File: src/rtl/pid_pwm_out.sv
// PWM output stage for the pid loop: duty register, PWM pin drive, per-period tick (PID_PWM_DEADTIME_EN adds complementary dead-band drive).
// Latency: pwm_out follows cnt by 1 cycle (2 with dead-band); new duty takes effect only at the period wrap.
// Backpressure: none; duty strobes are always accepted, and a later strobe within the same period overwrites an earlier one.
module pid_pwm_out #(
    parameter int unsigned PERIOD = 1000,
    parameter int unsigned DEAD   = 4
) (
    input  logic        clk,
    input  logic        rst,
    input  logic        duty_valid,
    input  logic [15:0] duty_in,
    output logic        pwm_out,
    output logic        pwm_out_n,
    output logic        period_end,
    output logic        duty_loaded
);

    localparam logic [15:0] PER16  = 16'(PERIOD);
    localparam logic [15:0] LAST16 = 16'(PERIOD - 1);
    localparam logic [15:0] DEAD16 = 16'(DEAD);

    if (PERIOD < 2 || PERIOD > 65535 || DEAD < 1) begin : g_bad_param
        $error("pid_pwm_out: PERIOD or DEAD out of range");
    end

    logic [15:0] cnt;
    logic [15:0] active;
    logic [15:0] pending;
    logic        pend_vld;
    logic        raw_q;
    logic        loaded_q;
    logic        wrap;

    assign wrap = (cnt == LAST16);

    function automatic logic [15:0] clamp_duty(input logic [15:0] d);
        return (d > PER16) ? PER16 : d;
    endfunction

    always_ff @(posedge clk) begin
        if (rst) begin
            cnt      <= '0;
            active   <= '0;
            pending  <= '0;
            pend_vld <= 1'b0;
            raw_q    <= 1'b0;
            loaded_q <= 1'b0;
        end else begin
            cnt      <= wrap ? '0 : cnt + 16'd1;
            raw_q    <= (cnt < active);
            loaded_q <= 1'b0;
            if (wrap) begin
                // Active duty only ever changes here; a strobe on this very cycle wins over the pending value.
                pend_vld <= 1'b0;
                if (duty_valid) begin
                    active   <= clamp_duty(duty_in);
                    loaded_q <= 1'b1;
                end else if (pend_vld) begin
                    active   <= clamp_duty(pending);
                    loaded_q <= 1'b1;
                end
            end else if (duty_valid) begin
                pending  <= duty_in;
                pend_vld <= 1'b1;
            end
        end
    end

    assign period_end  = wrap;
    assign duty_loaded = loaded_q;

`ifdef PID_PWM_DEADTIME_EN
    if (DEAD > PERIOD / 2 - 1) begin : g_bad_dead
        $error("pid_pwm_out: DEAD must be at most PERIOD/2-1");
    end

    // Run lengths of raw_q at its current level, saturating at DEAD.
    logic [15:0] hi_run;
    logic [15:0] lo_run;
    logic        pwm_q;
    logic        pwm_n_q;

    always_ff @(posedge clk) begin
        if (rst) begin
            hi_run  <= '0;
            lo_run  <= '0;
            pwm_q   <= 1'b0;
            pwm_n_q <= 1'b0;
        end else begin
            hi_run  <= raw_q  ? ((hi_run < DEAD16) ? hi_run + 16'd1 : hi_run) : '0;
            lo_run  <= !raw_q ? ((lo_run < DEAD16) ? lo_run + 16'd1 : lo_run) : '0;
            pwm_q   <= raw_q  && (hi_run >= DEAD16);
            pwm_n_q <= !raw_q && (lo_run >= DEAD16);
        end
    end

    assign pwm_out   = pwm_q;
    assign pwm_out_n = pwm_n_q;
`else
    assign pwm_out   = raw_q;
    assign pwm_out_n = 1'b0;
`endif

endmodule

File: config.mk
export PLATFORM = sky130hd
export DESIGN_NAME = pid_pwm_out
export DESIGN_NICKNAME = d
export VERILOG_FILES = /design/src/rtl/pid_pwm_out.sv
export SDC_FILE = /design/constraint.sdc
export NUM_CORES = 1
export LEC_CHECK = 0
export ABC_CLOCK_PERIOD_IN_PS = 2600
export BUFFER_PORTS_ARGS = -buffer_cell sky130_fd_sc_hd__buf_2
export CORE_MARGIN = 3
export CORE_UTILIZATION = 50
export DETAILED_ROUTE_END_ITERATION = 10
export MAX_ROUTING_LAYER = met4
export PLACE_DENSITY_LB_ADDON = 0.08
export SYNTH_ARGS = -nofsm -noshare
export SYNTH_HDL_FRONTEND = slang
export SYNTH_SLANG_ARGS = --single-unit
File: constraint.sdc
create_clock -name clk -period 2.6 [get_ports clk]
set_input_delay 0.26 -clock clk [delete_from_list [all_inputs] [get_ports clk]]
set_output_delay 0.26 -clock clk [all_outputs]
set_load 0.05 [all_outputs]
* Word level (Yosys, flattened, before mapping) *
Index checks and enable logic that the tools add are counted.

word-level totals
  latch bits = 0
  memories kept = 0
  output and inout port bits = 4
  memory bits (writable) = 0
  memory bits (read-only) = 0
  register bits after elaboration = 51
  logic and storage cells = 23

cells by class
  bitwise logic cells = 1
  add/sub/neg operators = 1
  $mul = 0
  eq/ne operators = 1
  divide/modulo/power cells = 0
  magnitude comparators = 3
  reduce and logical (&&, ||, !) cells = 5
  multiplexer cells = 6
  shift operators = 0

operators with widths
  kind                                                                                count
  16-bit 2-to-1 mux                                                                   4
  16-bit by 10-bit greater-than comparator with 1-bit output (second input constant)  2
  16-bit by 1-bit adder with 16-bit output (second input constant)                    1
  16-bit by 10-bit equality test with 1-bit output (second input constant)            1
  16-bit less-than comparator                                                         1
  2-bit AND reduction                                                                 2
  2-bit OR reduction                                                                  2
  1-bit 2-to-1 mux                                                                    2
  2-bit nonzero test                                                                  1
  1-bit inverter                                                                      1

* Logic depth before layout (Yosys ltp) *
  depth after elaboration = 4
  depth in mapped cells = 8
  gate-level depth less buffers = 6

* Worst setup path after synthesis *
OpenSTA, ideal clock, no wires.

  path kind = register to register
  start = register cnt[2]
  end = register active[0]
  data required time = 2.509 ns
  arrival = 2.031 ns
  cell stages (with the launch flop) = 8
  setup time = 0.091 ns
  path slack = 0.478 ns
  period minus slack after synthesis = 2.122 ns
  buffers on the path = 2
  cell sequence = dfxtp_1 > or4b_1 > or4_1 > buf_2 > clkinv_2 > buf_8 > a21oi_1 > a311oi_1

between the ends
  longest elaborated chain between the ends = 2

RTL lines
  element                                           RTL line  text
  from (decl)                                       26        logic [15:0] cnt;
  from (signal assigned)                            49        cnt <= wrap ? '0 : cnt + 16'd1;
  16-bit by 10-bit equality test with 1-bit output  34        assign wrap = (cnt == LAST16);
  named net period_end                              14        output logic period_end,
  2-bit AND reduction (no line)                     n/a
  to (signal assigned)                              56        active <= clamp_duty(duty_in);
  to (signal assigned)                              59        active <= clamp_duty(pending);
  to (decl)                                         27        logic [15:0] active;

The timed path passes the listed nets, and every way through them passes these cells.
A chain may end at the register's enable or synchronous reset.

* Worst setup path in the final report *
  start = register cnt[10]
  end = output port period_end

between the ends
  longest elaborated chain between the ends = 1

RTL lines
  element                                           RTL line
  16-bit by 10-bit equality test with 1-bit output  34
  to (decl)                                         14

No other way between the ends.

==> reports/results.ini <==
[critical_path]
crit_fanout=11
crit_buf_inv=2
worstPathArrival_ns=2.20
slowest_delay_ns=0.57
critPathKind=reg2out
cp.required_ns=2.34
path_delay_family=simple AND/OR/NAND/NOR gates
crit_slowest_cell=or4b_1
path_depth=4
endpoint_kind=primary output
worstRegToRegCells=4
crit_path_cell_trace=or4b_1, or4_4, clkinv_2, buf_4
startpoint_type=flip-flop

[die]
num_rows=25
io_pins=23
die_area_mm2=0.00594
core_mm2=0.00482
die_h_um=77.1
initial_core_util_pct=52.4
die_x_um=77.1

[sta]
skew_ns=0.00412
setup_tns_ns=0
hold_viol=0
post-route-period-util_pct=94.4
grt_setup_unrepaired=false
clock.fmax_ghz=0.407
report.final.setup_viol=0
worstMarginPinSlew_ns=0.647
period_minus_slack_ns=2.46
finalMaxSlewViolations=0
whs_ns=0.214
slew_headroom_pct=56.9

[cts]
cts_buffers=5
h-tree-depth=2
cts_hold_buf=0
cts_setup_buffers=0
clk_pin_slew_ns=0.08
cts_tree=yes
clockRootBuffer=clkbuf_8
post_cts_resized=1
cts.sinks=51
clock_path_buffers=2
clk_latency_ns=0.30

[yosys]
syn_nets=335
synth_top_area_share_pct=40.4
yosysSeqAreaShare_pct=40.4
synthArstFlopShare_pct=0
yosysWarningCount=0
synth_largest_area_cell=dfxtp_1
synth-main-ff-cell=dfxtp_1
synth_edf_count=0
netlist_area_mm2=0.00252
syn_inst=300
synth.avg_cell_area_um2=8.42
ys_seq_elements=51
synth.area.top_cells=dfxtp_1, ha_1, a21oi_1
synth.distinct_cells=45

[routing]
drtAntennaViolNets=0
drc=0
vias=2139
drt-pass1-iter-count=5
viasPerCell=5.56
drt_wl_total_um=5470
wl_per_cell_um=14.2
drt_iter0_markers=125

[placement]
place_area_mm2=0.00268
routabilityCongestion=0.829
io_buffer_count=21
hpwlAfterDp_um=4110

[cells_and_area]
final_common_cell=dfxtp_1
fin_nets=354
fill_cells=475
final_cell_area_mm2=0.00276
syn2layout_area_growth_pct=9.37
antenna_cells=0
layout_common_cells=dfxtp_1, nand3_1, a21oi_1
drive_above_1_share_pct=11.6

[global_routing]
grt.overflow.total=0
grt_max_degree=37
grt_pass1_vias=2124
grt_use_total_pct=20.3
antenna_found_initial=0
grt_pass1_wl_um=9570

[flow_run]
drv_cap=0

[worst_hold_path]
holdCritPathClass=in2reg
worstHoldPathCells=3

[power_and_ir_drop]
cellPowerDensity_mw_per_mm2=490
p_leak_nw=1.01
p_total_mw=1.35
ir_drop_uv=367

[status]
outcome=complete, no violations

cell families after synthesis:
group                      synth area share, %
buffers and inverters                     5.75
and+or+nand+nor                           24.9
DFF                                       40.4
other                                    0.149
AOI/OAI and AO/OA                         17.4
xor gates and xnor gates                  3.47
adders and majority gates                 7.93
sequential cells by signal, summed over array words and instances, names as in the netlist:
register	count
pending	16
cnt	16
duty_loaded	1
active	16
pend_vld	1
pwm_out	1
final timing paths:
| kind | slack [ns] | endpoint | from |
|---|---|---|---|
| worst max-delay path | 0.14 | period_end | cnt[10] |
| worst min-delay path | 0.21 | pending[14] | duty_in[14] |
| worst max register to register | 0.39 | active[3] | cnt[10] |
| worst min register to register | 0.46 | active[13] | active[13] |
synthesized netlist by cell type, types with 6 or more instances:
master    count
inv_1        17
nand3b_1      6
xor2_1        7
clkbuf_1      7
nand2_1      27
nor2_1       15
o21ai_0      12
dfxtp_1      51
nor3_1        9
a21oi_1      31
nand4_1       7
nand3_1      31
ha_1         16
final cells by class:
cell class | count | area [um2] | share of cell area [%]
Timing Repair Buffer | 27 | 153 | 5.53
Tap cell | 67 | 83.8 | 3.04
Sequential cell | 51 | 1020 | 37.0
Multi-Input combinational cell | 216 | 1360 | 49.3
Clock buffer | 6 | 72.6 | 2.63
Inverter | 18 | 68.8 | 2.49
stage by stage:
stage / instances / setup slack, ns / util (%)
final: 385 / 0.145 / 57.3
after global routing: 385 / 0.0660 / 57.3
after CTS: 385 / 0.0399 / 57.2
after detailed placement: 379 / 0.316 / 55.7
after global placement: 379 / 0.325 / 55.7
after floorplan: 300 / 0.478 / -
report_power, final:
part,internal (mW),switching (mW)
combinational,0.0460,0.0762
clock,0.180,0.239
sequential,0.800,0.0121
worst min-delay path, cell delays in order:
cell and delay (ns):
buf_2 0.10, nand3_1 0.05, a21oi_1 0.05
metal layers:
layer	up-vias	routed length (um)	GRT usage, %
met3	4	167	3.52
met2	24	2680	35.5
met4	0	48	5.34
met1	991	2570	24.2
li1	1120	-	-
met5	-	0	-
(Power assumes the default switching activity.)
